===== config.mk =====
export PLATFORM = sky130hd
export DESIGN_NAME = pc_sequencer
export DESIGN_NICKNAME = d
export VERILOG_FILES = /design/src/rtl/pc_sequencer.sv
export SDC_FILE = /design/constraint.sdc
export NUM_CORES = 1
export LEC_CHECK = 0
export BUFFER_PORTS_ARGS = -buffer_cell sky130_fd_sc_hd__buf_4
export CORE_MARGIN = 1
export CORE_UTILIZATION = 48
export CTS_BUF_LIST = sky130_fd_sc_hd__clkbuf_8
export DETAILED_ROUTE_END_ITERATION = 10
export GPL_ROUTABILITY_DRIVEN = 0
export PLACE_DENSITY_LB_ADDON = 0.3
export RECOVER_POWER = 100
export SYNTH_ARGS = -nofsm -noshare
export SYNTH_HDL_FRONTEND = slang
export SYNTH_SLANG_ARGS = --single-unit

===== constraint.sdc =====
create_clock -name clk -period 2.1 [get_ports clk]
set_input_delay 0 -clock clk [delete_from_list [all_inputs] [get_ports clk]]
set_output_delay 0 -clock clk [all_outputs]
set_load 0.01 [all_outputs]

===== src/rtl/pc_sequencer.sv =====
// Fetch-stage program-counter sequencer: redirect/return/jump/branch/sequential
// next-PC selection with stall and a circular return-address stack.
module pc_sequencer #(
    parameter int ADDR_W    = 8,
    parameter int INC       = 4,
    parameter int RESET_VEC = 0,
    parameter int RAS_DEPTH = 4
) (
    input  logic                         clk,
    input  logic                         rst_n,
    input  logic                         stall,
    input  logic                         redirect,
    input  logic [ADDR_W-1:0]            redirect_target,
    input  logic                         ret,
    input  logic                         j_pc,
    input  logic                         call,
    input  logic [ADDR_W-1:0]            jump_target,
    input  logic                         br_sig,
    input  logic                         we,
    input  logic [ADDR_W-1:0]            br_target,
    output logic [ADDR_W-1:0]            pc,
    output logic [ADDR_W-1:0]            pc_plus,
    output logic [$clog2(RAS_DEPTH):0]   ras_count,
    output logic                         ras_overflow,
    output logic                         ras_underflow
);
    localparam int PTR_W = $clog2(RAS_DEPTH);
    localparam int CNT_W = PTR_W + 1;
    localparam logic [CNT_W-1:0] FULL = CNT_W'(RAS_DEPTH);

    logic [ADDR_W-1:0] pc_q, pc_d;
    logic [PTR_W-1:0]  ptr_q, ptr_d;
    logic [CNT_W-1:0]  count_q, count_d;
    logic              ovf_q, ovf_d;
    logic              unf_q, unf_d;

    // ptr_q is the next free slot; the top of stack sits just below it.
    logic [ADDR_W-1:0] ras_mem_q [RAS_DEPTH];
    logic              ras_we;
    logic [PTR_W-1:0]  ras_waddr;
    logic [ADDR_W-1:0] ras_wdata;
    logic [PTR_W-1:0]  top_idx;
    logic [ADDR_W-1:0] ras_top;

    assign pc_plus = pc_q + ADDR_W'(INC);
    assign top_idx = ptr_q - PTR_W'(1);
    assign ras_top = ras_mem_q[top_idx];

    always_comb begin
        pc_d      = pc_q;
        ptr_d     = ptr_q;
        count_d   = count_q;
        ovf_d     = 1'b0;
        unf_d     = 1'b0;
        ras_we    = 1'b0;
        ras_waddr = ptr_q;
        ras_wdata = pc_plus;
        if (redirect) begin
            pc_d = redirect_target;
        end else if (!stall) begin
            if (ret) begin
                if (count_q == '0) begin
                    pc_d  = pc_plus;
                    unf_d = 1'b1;
                    if (j_pc && call) begin
                        ras_we  = 1'b1;
                        ptr_d   = ptr_q + PTR_W'(1);
                        count_d = CNT_W'(1);
                    end
                end else begin
                    pc_d = ras_top;
                    if (j_pc && call) begin
                        // Return-and-call: swap the top entry in place.
                        ras_we    = 1'b1;
                        ras_waddr = top_idx;
                    end else begin
                        ptr_d   = top_idx;
                        count_d = count_q - CNT_W'(1);
                    end
                end
            end else if (j_pc) begin
                pc_d = jump_target;
                if (call) begin
                    ras_we = 1'b1;
                    ptr_d  = ptr_q + PTR_W'(1);
                    if (count_q == FULL) begin
                        ovf_d = 1'b1;
                    end else begin
                        count_d = count_q + CNT_W'(1);
                    end
                end
            end else if (br_sig && we) begin
                pc_d = br_target;
            end else begin
                pc_d = pc_plus;
            end
        end
    end

    always_ff @(posedge clk or negedge rst_n) begin
        if (!rst_n) begin
            pc_q    <= ADDR_W'(RESET_VEC);
            ptr_q   <= '0;
            count_q <= '0;
            ovf_q   <= 1'b0;
            unf_q   <= 1'b0;
        end else begin
            pc_q    <= pc_d;
            ptr_q   <= ptr_d;
            count_q <= count_d;
            ovf_q   <= ovf_d;
            unf_q   <= unf_d;
        end
    end

    // Stack storage is deliberately unreset; only pointer and count matter.
    always_ff @(posedge clk) begin
        if (ras_we) begin
            ras_mem_q[ras_waddr] <= ras_wdata;
        end
    end

    assign pc            = pc_q;
    assign ras_count     = count_q;
    assign ras_overflow  = ovf_q;
    assign ras_underflow = unf_q;
endmodule


==> out/summary.txt, run 1 <==
Skew-Pair Late Insertion Delay: 0.30 ns
Rel. slew slack: 40.7%
Pwr Density: 909 mW/mm²
CTS tree: yes
Setup bufs post-CTS: 0
Via count: 1850
Most common cell after layout, fill and taps aside: buf_4
WP data required: 2.11 ns
Synth Area in Adders: 2.12%
Post-synthesis sequential area ratio: 56.5%
Die width: 72.2 µm
Initial Utilization: 50.0%
IO buf count: 53
Clock buffer depth: 2
Combinational family with the most area after synthesis: compound AO/OA/AOI/OAI gates
Drt drc: 0
Clock Sinks: 47
Crit path time final: 1.97 ns
Crit path max fanout: 8
Clock transition at path regs: 0.09 ns
Average vias per placed instance: 5.47
GR Overflow Total: 0
CP delay by family, top: simple AND/OR/NAND/NOR gates
N_diodes: 0
Mapped Nets: 240
HP Class: input port to flop
Reg2Reg Setup Slack: 0.13 ns
Post-CTS Hold Fix Bufs: 7
Post-CTS resize count: 0
Worst Skew: 0.00268 ns
Mux share of post-synthesis cell area: 7.62%
Period utilisation layout: 93.7%
Top cells by area, synth: edfxtp_1 41%, dfrtp_1 16%, mux4_2 7.6%, a21oi_1 4.4%, nand2_1 3.0%
Most frequent cells in the layout: 39 x buf_4, 32 x edfxtp_1, 26 x clkbuf_1
Measured slew at the worst slew-check pin: 0.889 ns
Worst setup EP type: flop
Peak supply drop: 0.453 mV
Max stage delay on crit path: 0.35 ns
Hold Worst Slack: 0.0128 ns
RSZ-0062 raised after global routing: no
Root Buffer: clkbuf_8
DRT Pass-1 Iters: 4
Synth top area share: 40.7%
Leakage: 0.00113 µW
Post-DR wirelength/cell: 16.1 µm
Synth cell types: 40
Number of global-route vias before repair: 1718
H-tree depth: 2
Routed WL: 5440 µm
Fmax: 508 MHz
Placement Rows: 25
Initial antenna violation count: 0
Cell count after synthesis: 203
Die Ht: 72.2 µm
Core area: 0.00472 mm²
Simple-gate area share of the yosys netlist: 12.2%
Mapped Area: 0.00236 mm²
CTS Buf Count: 5
Yosys warns: 0
Status: completed
# nets final: 307
Final setup violation count: 0
Setup CP Type: flop to flop
Area growth, synth to finish: 24.7%
CP max stage cell: dfrtp_1
GRT Total Usage: 22.7%
First-pass GRT wire length: 8690 µm
Synth Area in XOR/XNOR: 2.59%
Ports: 54
Hold Vio Cnt, Final: 0
Final ANT Viol Nets: 0
Max-Cap Viols: 0
Post-synthesis compound-gate area fraction: 14.0%
Final worst setup slack: 0.133 ns
Placed wire-length estimate after detailed placement: 4000 µm
WP buf/inv: 2
Dpl ws: 0.135 ns
Pins Over Slew Limit: 0
Initial drt markers: 109
Worst-path cell chain: inv_1 -> ha_1 -> nor2b_1 -> nand2b_1 -> or3_1 -> a21oi_2 -> clkbuf_4
Worst Setup Start Kind: flop
Die footprint: 0.00521 mm²
Syn Area/Cell: 11.6 µm²
Synthesized flop and latch total: 47
Top cell type by total area after synthesis: edfxtp_1
CP arrival: 1.98 ns
Largest net degree at the start of global routing: 20
Layout cells sized above 1: 23.2%
-- per-layer routing --
layer / track usage [%] / part of all wire (%) / vias up
li1: - / - / 887
met1: 31.7 / 46 / 896
met2: 36.7 / 49 / 59
met3: 4.72 / 4.3 / 8
met4: 5.88 / 0.99 / 0
met5: 0 / 0 / -
-- logic make-up after synthesis --
logic type,Yosys count
and+or+nand+nor,60
AOI/OAI and AO/OA,51
DFF,47
buffers and inverters,26
muxes,8
xor gates and xnor gates,7
adders and majority gates,4
-- sequential cells by signal, indices dropped and copies added, names as in the netlist --
name,flops
ptr_q,2
pc,8
ras_mem_q,32
ras_overflow,1
ras_underflow,1
ras_count,3
-- cell type report --
cell class | instances | area [µm²]
fill | 407 | 1780
sequential | 47 | 1340
multi-input combinational | 130 | 916
timing repair buffer | 75 | 478
tap | 67 | 83.8
clock buffer | 5 | 68.8
inverter | 11 | 41.3
clock inverter | 3 | 22.5
-- power breakdown --
| part | internal (µW) | total [µW] | switching, µW |
|---|---|---|---|
| Clock | 239 | 549 | 310 |
| Sequential | 1100 | 1180 | 81.6 |
| Combinational | 443 | 948 | 504 |
| Total | 1780 | 2680 | 896 |
-- per-stage QoR --
| stage | std cells | power [µW] | area, µm² | util [%] | TNS, ns |
|---|---|---|---|---|---|
| floorplan | 203 | 1820 | 2370 | - | -3.86 |
| finish | 338 | 2680 | 2950 | 62.4 | 0 |
| global placement | 323 | 2210 | 2890 | 61.2 | 0 |
| CTS | 338 | 2790 | 3050 | 64.6 | 0 |
| detailed placement | 323 | 2230 | 2890 | 61.2 | 0 |
| global route | 338 | 2860 | 2950 | 62.4 | 0 |
-- synthesized netlist by cell type (all sizes together) --
master	n
nand3b	3
ha	4
nor2	9
a211oi	2
nor2b	4
o31ai	1
a21o	1
dfrtp	15
a221oi	1
a22o	1
nor3	9
or3	3
nand2b	1
or2	1
o31a	1
nand3	7
clkbuf	6
xnor2	5
buf	9
xor2	2
a22oi	5
o22ai	1
o211a	1
a21oi	22
nand4	2
a31oi	3
o211ai	1
nand2	19
and2	2
o221ai	1
edfxtp	32
o2111ai	2
a41oi	1
mux4	8
o221a	1
o21ai	6
inv	11
-- path summary, 6_finish.rpt --
| path | start | to | depth (start not counted) |
|---|---|---|---|
| hold reg to reg | pc[1] | ras_mem_q[2][1] | 0 |
| hold / removal | redirect_target[1] | pc[1] | 3 |
| setup / recovery | ras_count[0] | ras_mem_q[1][5] | 7 |
| setup reg to reg | ras_count[0] | ras_mem_q[1][5] | 7 |
| min in group asynchronous | rst_n | pc[4] | 2 |
| max in group asynchronous | rst_n | pc[1] | 2 |
-- worst register-to-register path, stage by stage, from the launching register on --
cell and delay (ns):
dfrtp_1 0.35, inv_1 0.06, ha_1 0.20, nor2b_1 0.15
nand2b_1 0.22, or3_1 0.35, a21oi_2 0.14, clkbuf_4 0.21
(Power assumes the default switching activity.)
==> run 2: changes to the inputs <==
SETUP_SLACK_MARGIN = 0.15   (was unset)
SLEW_MARGIN = 20   (was unset)
==> run 2 against run 1 <==
Wire length increased by 4.7%. First-iteration DRC count down 23%. Highest routed layer unchanged. Sequential power up 5%. Non-clock buffer count increased by 5. Setup slack worse by 0.024 ns. Largest cell class unchanged. Flip-flop and latch count unchanged. Die area did not move.
==> out/summary.txt, run 2 (synthesis results as in run 1) <==
RSZ-0062 raised after global routing: yes
CP arrival: 2.01 ns
GRT Total Usage: 23.3%
Layout cells sized above 1: 25.4%
# nets final: 312
Skew-Pair Late Insertion Delay: 0.29 ns
FF-to-FF End: ras_mem_q[3][7]
IO buf count: 53
Area growth, synth to finish: 28.6%
Final ANT Viol Nets: 0
Hold path start: redirect_target[1]
Clock transition at path regs: 0.08 ns
Post-DR wirelength/cell: 16.6 µm
Period utilisation layout: 94.8%
Max FFs per register: 32
CTS tree: yes
Final setup violation count: 0
Crit path time final: 1.99 ns
Pins Over Slew Limit: 0
H-tree depth: 2
Die footprint: 0.00521 mm²
Pwr Density: 895 mW/mm²
Worst Skew: 0.00595 ns
Largest reg by FF count: ras_mem_q
Initial antenna violation count: 0
Clock buffer depth: 2
Crit path max fanout: 6
Initial drt markers: 84
Status: completed
Hold endpoint: pc[1]
Worst Setup Start Kind: flop
Finished Cell Area: 0.00304 mm²
Routed WL: 5700 µm
DRT Pass-1 Iters: 4
Rel. slew slack: 40.3%
Measured slew at the worst slew-check pin: 0.895 ns
Core area: 0.00472 mm²
Ports: 54
Hold Vio Cnt, Final: 0
Root Buffer: clkbuf_8
CP startpoint: ras_count[0]
Worst setup EP type: flop
TNS Setup: 0 ns
Most common cell after layout, fill and taps aside: buf_4
N_diodes: 0
Via count: 1910
R2R cell count: 7
Most frequent cells in the layout: 43 x buf_4, 32 x edfxtp_1, 28 x clkbuf_1
DP Area: 0.00290 mm²
Placed wire-length estimate after detailed placement: 4020 µm
CTS Buf Count: 5
Fmax: 502 MHz
Die Ht: 72.2 µm
WP data required: 2.12 ns
Number of global-route vias before repair: 1783
First-pass GRT wire length: 8870 µm
Max-Cap Viols: 0
Largest net degree at the start of global routing: 20
Placement Rows: 25
Initial Utilization: 50.0%
Clock Sinks: 47
Die width: 72.2 µm
GR Overflow Total: 0
Worst r2r src: ras_count[0]
Reg2Reg Setup Slack: 0.11 ns
Drt drc: 0
Leakage: 0.00116 µW
Peak supply drop: 0.625 mV
FILL cells: 385
HP Class: input port to flop
Average vias per placed instance: 5.57
Hold Crit Depth: 3
Setup CP Type: flop to flop
run 2: timing repair:
action | 4_1_cts | 5_1_grt
resized for setup | 1 | 5
pin swaps | 4 | 2
setup endpoints to repair | 32 | 36
buffers inserted | 9 | 0
hold buffers | 8 | 0
endpoints found under the hold margin | 22 | 0
run 2: per-stage QoR:
step	hold WS [ns]	setup WS, ns	power (µW)	utilization, %	std cells
final	0.0112	0.109	2720	64.3	343
after global routing	0.000194	0.0770	2870	64.3	343
after CTS	0.00254	0.134	2780	66.7	343
after detailed placement	-0.131	0.0167	2240	61.5	318
after global placement	-0.131	0.125	2220	61.5	318
after floorplan	-0.296	0.186	1860	-	203
run 2: layout make-up:
cell class | count | area (µm²) | share of cell area, %
clock buffer | 5 | 68.8 | 2.26
tap | 67 | 83.8 | 2.76
clock inverter | 3 | 17.5 | 0.576
sequential | 47 | 1340 | 44.0
inverter | 11 | 41.3 | 1.36
timing repair buffer | 80 | 513 | 16.9
multi-input combinational | 130 | 977 | 32.2
run 2: worst max path at each step:
stage / to / cells past startpoint / slack [ns]
after floorplan: ras_mem_q[1][0] / 6 / 0.19
after detailed placement: ras_mem_q[2][1] / 6 / 0.02
after CTS: ras_mem_q[2][1] / 7 / 0.13
final: ras_mem_q[3][7] / 7 / 0.11
after global routing: ras_mem_q[3][0] / 7 / 0.08
after global placement: ras_mem_q[2][2] / 6 / 0.12
run 2: worst max-delay path, stage by stage, from the launching register on:
cell,delay (ns)
dfrtp_2,0.36
inv_1,0.08
ha_4,0.19
nor2b_4,0.13
nand2b_4,0.17
or3_1,0.31
a21oi_1,0.28
buf_4,0.20
run 2: metal layers:
metal | vias up | global-route usage [%] | wire length (µm)
met2 | 78 | 38.4 | 2860
met5 | - | 0 | 0
met4 | 0 | 7.63 | 116
met1 | 924 | 31.1 | 2360
li1 | 900 | - | -
met3 | 8 | 4.86 | 361
run 2: power by group:
group | total (µW) | internal, µW | switching, µW
Clock | 525 | 230 | 294
Combinational | 952 | 474 | 478
Sequential | 1240 | 1100 | 141
Total | 2720 | 1810 | 914
==> run 3: changes to the inputs <==
BUFFER_PORTS_ARGS = -buffer_cell sky130_fd_sc_hd__buf_2   (was -buffer_cell sky130_fd_sc_hd__buf_4)
PLACE_DENSITY = 0.75   (was unset)
PLACE_DENSITY_LB_ADDON = unset   (was 0.3)
==> run 3 against run 2 <==
Hold slack gained 0.0039 ns. Wire length grew 4.6%. Setup slack improved by 0.028 ns. Sequential share of layout area rose by 0.59 points. Critical endpoint is now ras_mem_q[3][2]. Highest routed layer unchanged.
==> out/summary.txt, run 3 (synthesis results as in run 1) <==
Root Buffer: clkbuf_8
Initial antenna violation count: 0
GRT Total Usage: 24.2%
Drt drc: 0
Fmax: 509 MHz
Hold Crit Depth: 3
Layout cells sized above 1: 27.5%
Hold Worst Slack: 0.0151 ns
Hold Vio Cnt, Final: 0
Placed wire-length estimate after detailed placement: 4060 µm
Max FFs per register: 32
WP buf/inv: 2
DRT Pass-1 Iters: 4
Crit path max fanout: 8
CP arrival: 1.99 ns
GR Overflow Total: 0
Pwr Density: 938 mW/mm²
Max-Cap Viols: 0
Final setup violation count: 0
Final worst setup slack: 0.137 ns
Clock buffer depth: 2
CP delay by family, top: simple AND/OR/NAND/NOR gates
Routed WL: 5960 µm
Clock transition at path regs: 0.09 ns
Pins Over Slew Limit: 0
Worst-path cell chain: inv_1 -> ha_4 -> nor2b_4 -> nand2b_4 -> or3_4 -> a21oi_1 -> buf_12
Initial Utilization: 50.0%
Die footprint: 0.00521 mm²
Leakage: 0.00115 µW
Worst setup EP type: flop
Period utilisation layout: 93.5%
Die width: 72.2 µm
CP Depth: 7
Dpl ws: 0.0414 ns
CTS tree: yes
IO buf count: 53
CP max stage cell: dfrtp_2
Ports: 54
Average vias per placed instance: 5.72
First-pass GRT wire length: 9140 µm
Number of global-route vias before repair: 1795
Placement Rows: 25
Finished Cell Area: 0.00300 mm²
TNS Setup: 0 ns
Setup CP Type: flop to flop
DP Area: 0.00277 mm²
Peak supply drop: 0.495 mV
Worst Setup Start Kind: flop
Rel. slew slack: 39.6%
WP data required: 2.13 ns
RSZ-0062 raised after global routing: no
N_diodes: 0
Largest net degree at the start of global routing: 19
Status: completed
Clock Sinks: 47
H-tree depth: 2
Measured slew at the worst slew-check pin: 0.906 ns
Total Power: 2810 µW
Max stage delay on crit path: 0.38 ns
Worst Skew: 0.00732 ns
Most frequent cells in the layout: 32 x buf_2, 32 x edfxtp_1, 25 x clkbuf_1
CTS Buf Count: 5
Post-DR wirelength/cell: 17.5 µm
Area growth, synth to finish: 26.9%
Final ANT Viol Nets: 0
Skew-Pair Late Insertion Delay: 0.30 ns
Via count: 1944
R2R cell count: 7
HP Class: input port to flop
# nets final: 309
Crit path time final: 1.96 ns
Die Ht: 72.2 µm
Core area: 0.00472 mm²
Initial drt markers: 175
Largest reg by FF count: ras_mem_q
[run 3: changes by cell type in the layout (fill, tap and decap cells not counted), moves of 2 or more]
cell / previous run / this run
buf_12: 0 / 3
buf_2: 0 / 32
buf_4: 43 / 10
clkbuf_1: 28 / 25
inv_1: 12 / 10
[run 3: report_power, final]
| group | leakage [µW] | total (µW) | internal, µW | switching, µW |
|---|---|---|---|---|
| sequential | 0.000466 | 1240 | 1100 | 142 |
| combinational | 0.000631 | 1000 | 475 | 529 |
| clock | 0.0000485 | 563 | 239 | 324 |
| total | 0.00115 | 2810 | 1820 | 996 |
[run 3: worst register-to-register path: cells and delay by family, from the launching register on]
kind	cells	cell delay, ns
compound gates	1	0.26
fa+ha+maj	1	0.17
simple gates	3	0.63
buf+inv	2	0.25
flops	1	0.38
[run 3: final cells by class]
type / count / area (µm²)
fill: 357 / 1720
multi-input combinational: 130 / 986
clock inverter: 3 / 22.5
tap: 67 / 83.8
timing repair buffer: 77 / 459
sequential: 47 / 1340
inverter: 11 / 41.3
clock buffer: 5 / 68.8
[run 3: timing repair]
action	4_1_cts	5_1_grt
setup buffers	4	3
hold buffers	7	0
pin swaps	5	6
hold endpoints to repair	21	0
endpoints found under the setup margin	33	39
resized for setup	4	6
[run 3: final timing paths]
check,slack (ns),to,start
hold reg to reg,0.61,ras_mem_q[0][1],pc[1]
max in group asynchronous,1.15,ras_count[0],rst_n
setup / recovery,0.14,ras_mem_q[3][2],ras_count[0]
min in group asynchronous,0.34,pc[6],rst_n
hold / removal,0.02,pc[3],redirect_target[3]
setup reg to reg,0.14,ras_mem_q[3][2],ras_count[0]
[run 3: per-layer routing]
layer / global-route usage, % / vias up / routed length [µm]
met2: 39.9 / 101 / 2970
met4: 9.80 / 0 / 120
li1: - / 891 / -
met1: 32.4 / 941 / 2520
met3: 3.61 / 11 / 355
met5: 0 / - / 0
[run 3: stage by stage]
step / cells / utilization, %
after floorplan: 203 / -
after global placement: 318 / 58.6
after detailed placement: 318 / 58.6
after CTS: 337 / 64.0
after global routing: 340 / 63.5
final: 340 / 63.5
